### src/rtl/npu_pkg.sv
// Shared types and helpers for the NPU result collector.
// FSM state encoding, output word count and byte saturation limits.
package npu_pkg;

  typedef enum logic [1:0] {
    IDLE  = 2'd0,
    QUANT = 2'd1,
    DRAIN = 2'd2
  } state_e;

  function automatic int nw_f(
    input int n,
    input int dw,
    input int aw
  );
    return (n * dw + aw - 1) / aw;
  endfunction

  function automatic longint sat_hi(input int dw);
    return (longint'(1) << (dw - 1)) - 1;
  endfunction

  function automatic longint sat_lo(input int dw);
    return -(longint'(1) << (dw - 1));
  endfunction

endpackage

### src/rtl/npu_requant.sv
// Requantise one signed accumulator: ReLU, round, shift, saturate.
// Ports: acc_i, shift_i, relu_en_i in; q_o out. Macro: NPU_RESULT_ROUND_EN.
module npu_requant
  import npu_pkg::*;
#(
  parameter int W_ACC      = 24,
  parameter int DATA_WIDTH = 8
) (
  input  logic [W_ACC-1:0]      acc_i,
  input  logic [4:0]            shift_i,
  input  logic                  relu_en_i,
  output logic [DATA_WIDTH-1:0] q_o
);

  localparam int WE = W_ACC + 1;
  localparam logic signed [WE-1:0] HI =
    WE'(sat_hi(DATA_WIDTH));
  localparam logic signed [WE-1:0] LO =
    WE'(sat_lo(DATA_WIDTH));

  logic signed [WE-1:0] w_ext;
  logic signed [WE-1:0] w_add;
  logic signed [WE-1:0] w_sum;
  logic signed [WE-1:0] w_sh;

  always_comb begin
    w_ext = {acc_i[W_ACC-1], acc_i};
    if (relu_en_i && acc_i[W_ACC-1])
      w_ext = '0;
`ifdef NPU_RESULT_ROUND_EN
    // One extra bit keeps the rounding add from wrapping.
    if (shift_i == 5'd0)
      w_add = '0;
    else
      w_add = WE'(1) << (shift_i - 5'd1);
`else
    w_add = '0;
`endif
    w_sum = w_ext + w_add;
    w_sh  = w_sum >>> shift_i;
    if (w_sh > HI)
      q_o = HI[DATA_WIDTH-1:0];
    else if (w_sh < LO)
      q_o = LO[DATA_WIDTH-1:0];
    else
      q_o = w_sh[DATA_WIDTH-1:0];
  end

endmodule

### src/rtl/npu_result_collector.sv
// Captures N PE accumulators, requantises them to bytes and streams
// them out as AXI_WIDTH words with valid/ready/last.
// Ports: clk, rst_n, cap_i, results_i, shift_i, relu_en_i, clr_i in;
// out_valid_o/out_ready_i/out_data_o/out_last_o stream; busy_o, ovf_o.
// Macro: NPU_RESULT_ROUND_EN selects round-half-up instead of floor.
module npu_result_collector
  import npu_pkg::*;
#(
  parameter int N          = 10,
  parameter int W_ACC      = 24,
  parameter int DATA_WIDTH = 8,
  parameter int AXI_WIDTH  = 32
) (
  input  logic                 clk,
  input  logic                 rst_n,
  input  logic                 cap_i,
  input  logic [N*W_ACC-1:0]   results_i,
  input  logic [4:0]           shift_i,
  input  logic                 relu_en_i,
  output logic                 out_valid_o,
  input  logic                 out_ready_i,
  output logic [AXI_WIDTH-1:0] out_data_o,
  output logic                 out_last_o,
  output logic                 busy_o,
  output logic                 ovf_o,
  input  logic                 clr_i
);

  localparam int NW  = nw_f(N, DATA_WIDTH, AXI_WIDTH);
  localparam int WIW = (NW > 1) ? $clog2(NW) : 1;
  localparam logic [WIW-1:0] LASTW = WIW'(NW - 1);

  state_e                  r_state;
  logic [N*W_ACC-1:0]      r_res;
  logic [4:0]              r_shift;
  logic                    r_relu;
  logic [N*DATA_WIDTH-1:0] r_q;
  logic [WIW-1:0]          r_widx;
  logic                    r_ovf;

  logic [N*DATA_WIDTH-1:0]  w_q;
  logic [NW*AXI_WIDTH-1:0]  w_pad;
  logic [AXI_WIDTH-1:0]     w_word;
  logic                     w_valid;
  logic                     w_last;
  logic                     w_hs;

  for (genvar i = 0; i < N; i++) begin : g_rq
    npu_requant #(
      .W_ACC      (W_ACC),
      .DATA_WIDTH (DATA_WIDTH)
    ) u_rq (
      .acc_i     (r_res[(i+1)*W_ACC-1 -: W_ACC]),
      .shift_i   (r_shift),
      .relu_en_i (r_relu),
      .q_o       (w_q[i*DATA_WIDTH +: DATA_WIDTH])
    );
  end

  // Lanes past the last PE read as zero.
  always_comb begin
    w_pad = '0;
    w_pad[N*DATA_WIDTH-1:0] = r_q;
  end

  always_comb begin
    w_word = '0;
    for (int w = 0; w < NW; w++)
      if (r_widx == WIW'(w))
        w_word = w_pad[w*AXI_WIDTH +: AXI_WIDTH];
  end

  assign w_valid = (r_state == DRAIN);
  assign w_last  = w_valid && (r_widx == LASTW);
  assign w_hs    = w_valid && out_ready_i;

  assign out_valid_o = w_valid;
  assign out_last_o  = w_last;
  assign out_data_o  = w_valid ? w_word : '0;
  assign busy_o      = (r_state != IDLE);
  assign ovf_o       = r_ovf;

  always_ff @(posedge clk or negedge rst_n) begin
    if (!rst_n) begin
      r_state <= IDLE;
      r_res   <= '0;
      r_shift <= '0;
      r_relu  <= 1'b0;
      r_q     <= '0;
      r_widx  <= '0;
      r_ovf   <= 1'b0;
    end else begin
      // A capture while busy wins over a clear.
      if (cap_i && (r_state != IDLE))
        r_ovf <= 1'b1;
      else if (clr_i)
        r_ovf <= 1'b0;

      unique case (r_state)
        IDLE: begin
          if (cap_i) begin
            r_res   <= results_i;
            r_shift <= shift_i;
            r_relu  <= relu_en_i;
            r_state <= QUANT;
          end
        end
        QUANT: begin
          r_q     <= w_q;
          r_widx  <= '0;
          r_state <= DRAIN;
        end
        DRAIN: begin
          if (w_hs) begin
            if (w_last) begin
              r_widx  <= '0;
              r_state <= IDLE;
            end else begin
              r_widx <= r_widx + 1'b1;
            end
          end
        end
        default: r_state <= IDLE;
      endcase
    end
  end

endmodule

### config.mk
export PLATFORM = sky130hd
export DESIGN_NAME = npu_result_collector
export DESIGN_NICKNAME = d
export VERILOG_FILES = /design/src/rtl/npu_pkg.sv /design/src/rtl/npu_requant.sv /design/src/rtl/npu_result_collector.sv
export SDC_FILE = /design/constraint.sdc
export NUM_CORES = 1
export LEC_CHECK = 0
export ABC_AREA = 1
export CAP_MARGIN = 5
export CORE_AREA = 2 2 306 308
export DETAILED_ROUTE_END_ITERATION = 6
export DIE_AREA = 0 0 308 310
export DONT_BUFFER_PORTS = 1
export PLACE_DENSITY = 0.41
export SYNTH_ARGS = -nofsm -noshare
export SYNTH_HDL_FRONTEND = slang
export SYNTH_HIERARCHICAL = 1
export SYNTH_SLANG_ARGS = --single-unit
### constraint.sdc
create_clock -name clk -period 2.5 [get_ports clk]
set_input_delay 0.75 -clock clk [delete_from_list [all_inputs] [get_ports clk]]
set_output_delay 0.75 -clock clk [all_outputs]
set_load 0.03 [all_outputs]
==> reports/summary.json <==
{
  "clock_skew": {"value": 0.0253, "unit": "ns"},
  "number_of_antenna_violations_at_the_first_check_in_global_routing": {"value": 1},
  "die_area": {"value": 0.0955, "unit": "mm^2"},
  "timing.critical_path.buf_inv": {"value": 3},
  "cts_root_buffer": {"value": "sky130_fd_sc_hd__clkbuf_16"},
  "n_fill_cell": {"value": 9771},
  "top_level_ports": {"value": 287},
  "drt_pre_antenna_iters": {"value": 5},
  "ir_drop": {"value": 743, "unit": "uV"},
  "place_congestion": {"value": 0.918},
  "crit_family": {"value": "flip-flops"},
  "die_y": {"value": 310, "unit": "um"},
  "worst_hold_path_type": {"value": "primary input to asynchronous set/reset pin"},
  "leakagePower": {"value": 19.2, "unit": "nW"},
  "post-route-worst-setup-slack": {"value": -0.257, "unit": "ns"},
  "synthDistinctLibCells": {"value": 25},
  "cts-root-to-sink-buffers": {"value": 3},
  "design.final.nets": {"value": 5056},
  "syn_nets": {"value": 4903},
  "critical_path.endpoint_type": {"value": "primary output"},
  "buffer_ports.inserted": {"value": 0},
  "drt_first_iter_violations": {"value": 2118},
  "synth_seq_area_share": {"value": 30.2, "unit": "%"},
  "timing_worst_slew_pin_value": {"value": 1.00, "unit": "ns"},
  "grt.overflow.total": {"value": 0},
  "fmax": {"value": 363, "unit": "MHz"},
  "failed_checks": {"value": "hold timing, setup timing"},
  "synth_to_layout_area_growth": {"value": 43.2, "unit": "%"},
  "share_of_cells_above_drive_strength_1": {"value": 30.4, "unit": "%"},
  "clk_latency": {"value": 0.64, "unit": "ns"},
  "clock_slew_at_reported_path_ffs": {"value": 0.06, "unit": "ns"},
  "netlist_instances": {"value": 4652},
  "report.final.slew_viol_count": {"value": 0},
  "cp_cell_sequence": {"value": "inv_1 > nand2_4 > nor2_4 > buf_12 > nand2_1 > nand2_2 > buf_12"},
  "routed.top_layer": {"value": "met5"},
  "drt_drc_violations_left": {"value": 0},
  "cap_viol_max_count": {"value": 0},
  "wl_met2": {"value": 52700, "unit": "um"},
  "cell_total_after_placement": {"value": 5842},
  "critPathLaunch": {"value": "r_state[0]"},
  "die_width": {"value": 308, "unit": "um"},
  "critical-path-max-stage-delay": {"value": 0.49, "unit": "ns"},
  "floorplan.core_area": {"value": 0.0925, "unit": "mm^2"},
  "grt_max_degree": {"value": 332},
  "synthesis.area_per_instance": {"value": 5.89, "unit": "um^2"},
  "worst_endpoint_required_time": {"value": 1.75, "unit": "ns"},
  "dp_hpwl": {"value": 76500, "unit": "um"},
  "viasPerCell": {"value": 5.22},
  "grt_pass1_wl": {"value": 163000, "unit": "um"},
  "count_of_h_tree_levels_built_during_cts": {"value": 2},
  "yosys_warnings": {"value": 6},
  "wl_met1": {"value": 50300, "unit": "um"},
  "grtUsageTotal": {"value": 21.3, "unit": "%"},
  "outcome": {"value": "complete, but fails checks"},
  "timing.hold.ws": {"value": -0.171, "unit": "ns"},
  "layoutNonFillerInstCount": {"value": 6037},
  "worst_ep_arrival_time": {"value": 2.01, "unit": "ns"},
  "cts_buf_count": {"value": 45},
  "synth_seq_cells": {"value": 331},
  "wire_per_inst": {"value": 18.4, "unit": "um"},
  "p_per_area": {"value": 1750, "unit": "mW/mm^2"},
  "initial_core_util": {"value": 29.6, "unit": "%"},
  "routed_wirelength": {"value": 111000, "unit": "um"},
  "n_antenna_cell": {"value": 0},
  "drtAntennaViolNets": {"value": 0},
  "detailroute.wirelength.met3": {"value": 5020, "unit": "um"},
  "finalHoldViolations": {"value": 331},
  "post-layout-total-power": {"value": 68.6, "unit": "mW"},
  "grt_setup_unrepaired": {"value": "true"},
  "timing.final.crit_share": {"value": 110, "unit": "%"},
  "max-slew-margin-rel": {"value": 33.3, "unit": "%"},
  "cts_tree": {"value": "done"},
  "vias_in_the_first_global_route": {"value": 29100},
  "mappedNetlistArea": {"value": 0.0274, "unit": "mm^2"},
  "worstSetupStartpointType": {"value": "flip-flop"},
  "worstPathMaxFanout": {"value": 13},
  "cts.sinks": {"value": 331},
  "row_count": {"value": 112},
  "reg2reg_from": {"value": "r_shift[0]"},
  "criticalPathCategory": {"value": "flip-flop to primary output"},
  "period_needed": {"value": 2.76, "unit": "ns"},
  "vias": {"value": 31500},
  "timing.critical_path.slowest_stage_cell": {"value": "sky130_fd_sc_hd__dfrtp_4"},
  "setup-violations-final": {"value": 72},
  "crit_top_cell": {"value": "sky130_fd_sc_hd__buf_12"}
}
cell usage in the layout (no fill, tap or decap), types with 9 or more instances in the layout:
cell type                   Yosys  final
sky130_fd_sc_hd__nand2_1     1909   1707
sky130_fd_sc_hd__nand3_1     1307    645
sky130_fd_sc_hd__nand3_2        0    551
sky130_fd_sc_hd__dfrtp_1      331    322
sky130_fd_sc_hd__buf_4         37    236
sky130_fd_sc_hd__nand2_2       31    185
sky130_fd_sc_hd__inv_1        150    142
sky130_fd_sc_hd__o21ai_0      181    141
sky130_fd_sc_hd__nor2_1       145    133
sky130_fd_sc_hd__nand3_4        0    111
sky130_fd_sc_hd__buf_12         0     91
sky130_fd_sc_hd__o21ai_1       40     73
sky130_fd_sc_hd__clkbuf_16      0     72
sky130_fd_sc_hd__a21oi_1       80     58
sky130_fd_sc_hd__nand2_4        0     40
sky130_fd_sc_hd__buf_6          3     33
sky130_fd_sc_hd__o22ai_1       30     30
sky130_fd_sc_hd__o211ai_1      30     30
sky130_fd_sc_hd__clkinv_1      30     28
sky130_fd_sc_hd__a21oi_2        0     20
sky130_fd_sc_hd__inv_4          0     11
sky130_fd_sc_hd__nor2_2         0     11
sky130_fd_sc_hd__clkbuf_1      73     11
sky130_fd_sc_hd__a21o_1        10     10
sky130_fd_sc_hd__o221ai_1      10     10
sky130_fd_sc_hd__a31oi_1       10     10
sky130_fd_sc_hd__a22oi_1       10     10
sky130_fd_sc_hd__clkbuf_8       0      9
sky130_fd_sc_hd__clkinv_8       0      9
sky130_fd_sc_hd__or2_2         10      9
sky130_fd_sc_hd__o2111ai_1     10      9
final cells by class:
class / count / area, um^2 / share of cell area [%]
Multi-Input combinational cell: 3816 / 22000 / 56.0
Timing Repair Buffer: 399 / 4860 / 12.4
Clock buffer: 67 / 1340 / 3.42
Timing Repair inverter: 7 / 91.3 / 0.233
Sequential cell: 331 / 8310 / 21.2
Clock inverter: 15 / 173 / 0.440
Tap cell: 1197 / 1500 / 3.82
Inverter: 205 / 990 / 2.52
registers in the layout (all words and copies together) (netlist names):
| signal | flops |
|---|---|
| r_res | 240 |
| r_relu | 1 |
| ovf_o | 1 |
| r_shift | 5 |
| r_q | 80 |
| r_state | 2 |
| r_widx | 2 |
per-stage QoR:
stage               TNS, ns  hold WS (ns)  setup slack (ns)  utilization, %  area, um^2
floorplan                 0         0.441             0.162               -       27400
global placement     -0.527         0.457            -0.101            33.1       30600
detailed placement   -0.189         0.458           -0.0497            33.1       30600
CTS                   -6.64        -0.205            -0.253            35.4       32700
global route         -20.41        -0.210            -0.318            42.4       39200
finish                -7.72        -0.171            -0.257            42.4       39200
kinds of logic (layout without fill, tap and decap cells):
group	count (synthesis)	after routing	synth area share (%)
AO/OA/AOI/OAI	411	411	8.42
buffers and inverters	505	693	8.30
flip-flops	331	331	30.2
AND/OR/NAND/NOR	3405	3405	53.1
synthesized netlist by cell type:
library cell / count / share of area (%)
sky130_fd_sc_hd__o211ai_1: 30 / 0.82
sky130_fd_sc_hd__clkinv_1: 30 / 0.41
sky130_fd_sc_hd__dfrtp_1: 331 / 30
sky130_fd_sc_hd__buf_1: 14 / 0.19
sky130_fd_sc_hd__inv_1: 150 / 2.1
sky130_fd_sc_hd__o21ai_0: 181 / 3.3
sky130_fd_sc_hd__buf_4: 37 / 1.0
sky130_fd_sc_hd__nor2_1: 145 / 2.0
sky130_fd_sc_hd__o21ai_1: 40 / 0.73
sky130_fd_sc_hd__nand3_1: 1307 / 24
sky130_fd_sc_hd__buf_2: 173 / 3.2
sky130_fd_sc_hd__nand2_1: 1909 / 26
sky130_fd_sc_hd__nand2_2: 31 / 0.71
sky130_fd_sc_hd__o221ai_1: 10 / 0.32
sky130_fd_sc_hd__o2111ai_1: 10 / 0.32
sky130_fd_sc_hd__a21oi_1: 80 / 1.5
sky130_fd_sc_hd__a21o_1: 10 / 0.27
sky130_fd_sc_hd__o22ai_1: 30 / 0.68
sky130_fd_sc_hd__or2_2: 10 / 0.23
sky130_fd_sc_hd__nor2_4: 3 / 0.12
sky130_fd_sc_hd__inv_2: 25 / 0.34
sky130_fd_sc_hd__clkbuf_1: 73 / 1.0
sky130_fd_sc_hd__a31oi_1: 10 / 0.23
sky130_fd_sc_hd__buf_6: 3 / 0.12
sky130_fd_sc_hd__a22oi_1: 10 / 0.27
timing repair:
| item | 4_1_cts | 5_1_grt |
|---|---|---|
| hold endpoints to repair | 331 | 331 |
| gates resized for setup | 121 | 1173 |
| pin swaps | 30 | 268 |
| setup buffers | 9 | 68 |
| endpoints found under the setup margin | 57 | 105 |
| gates cloned | 3 | 35 |
power breakdown:
part / switching (mW) / internal [mW]
Combinational: 30.8 / 20.0
Sequential: 3.10 / 7.98
Clock: 2.71 / 4.02
Total: 36.6 / 32.0
per-layer routing:
metal,global-route usage [%],vias up
li1,-,15800
met1,28.9,15000
met2,35.0,587
met3,3.07,133
met4,6.47,2
met5,0,-
final timing paths:
| path | end | slack (ns) | cells after the start |
|---|---|---|---|
| setup / recovery | out_data_o[22] | -0.26 | 7 |
| hold / removal | r_res[81] | -0.17 | 0 |
| setup reg to reg | r_q[18] | -0.09 | 16 |
| hold reg to reg | r_q[47] | 0.47 | 2 |
| max in group asynchronous | r_shift[2] | 2.10 | 0 |
| min in group clk | r_res[116] | 0.23 | 2 |
Note: power is estimated with default switching activity, not from simulation.
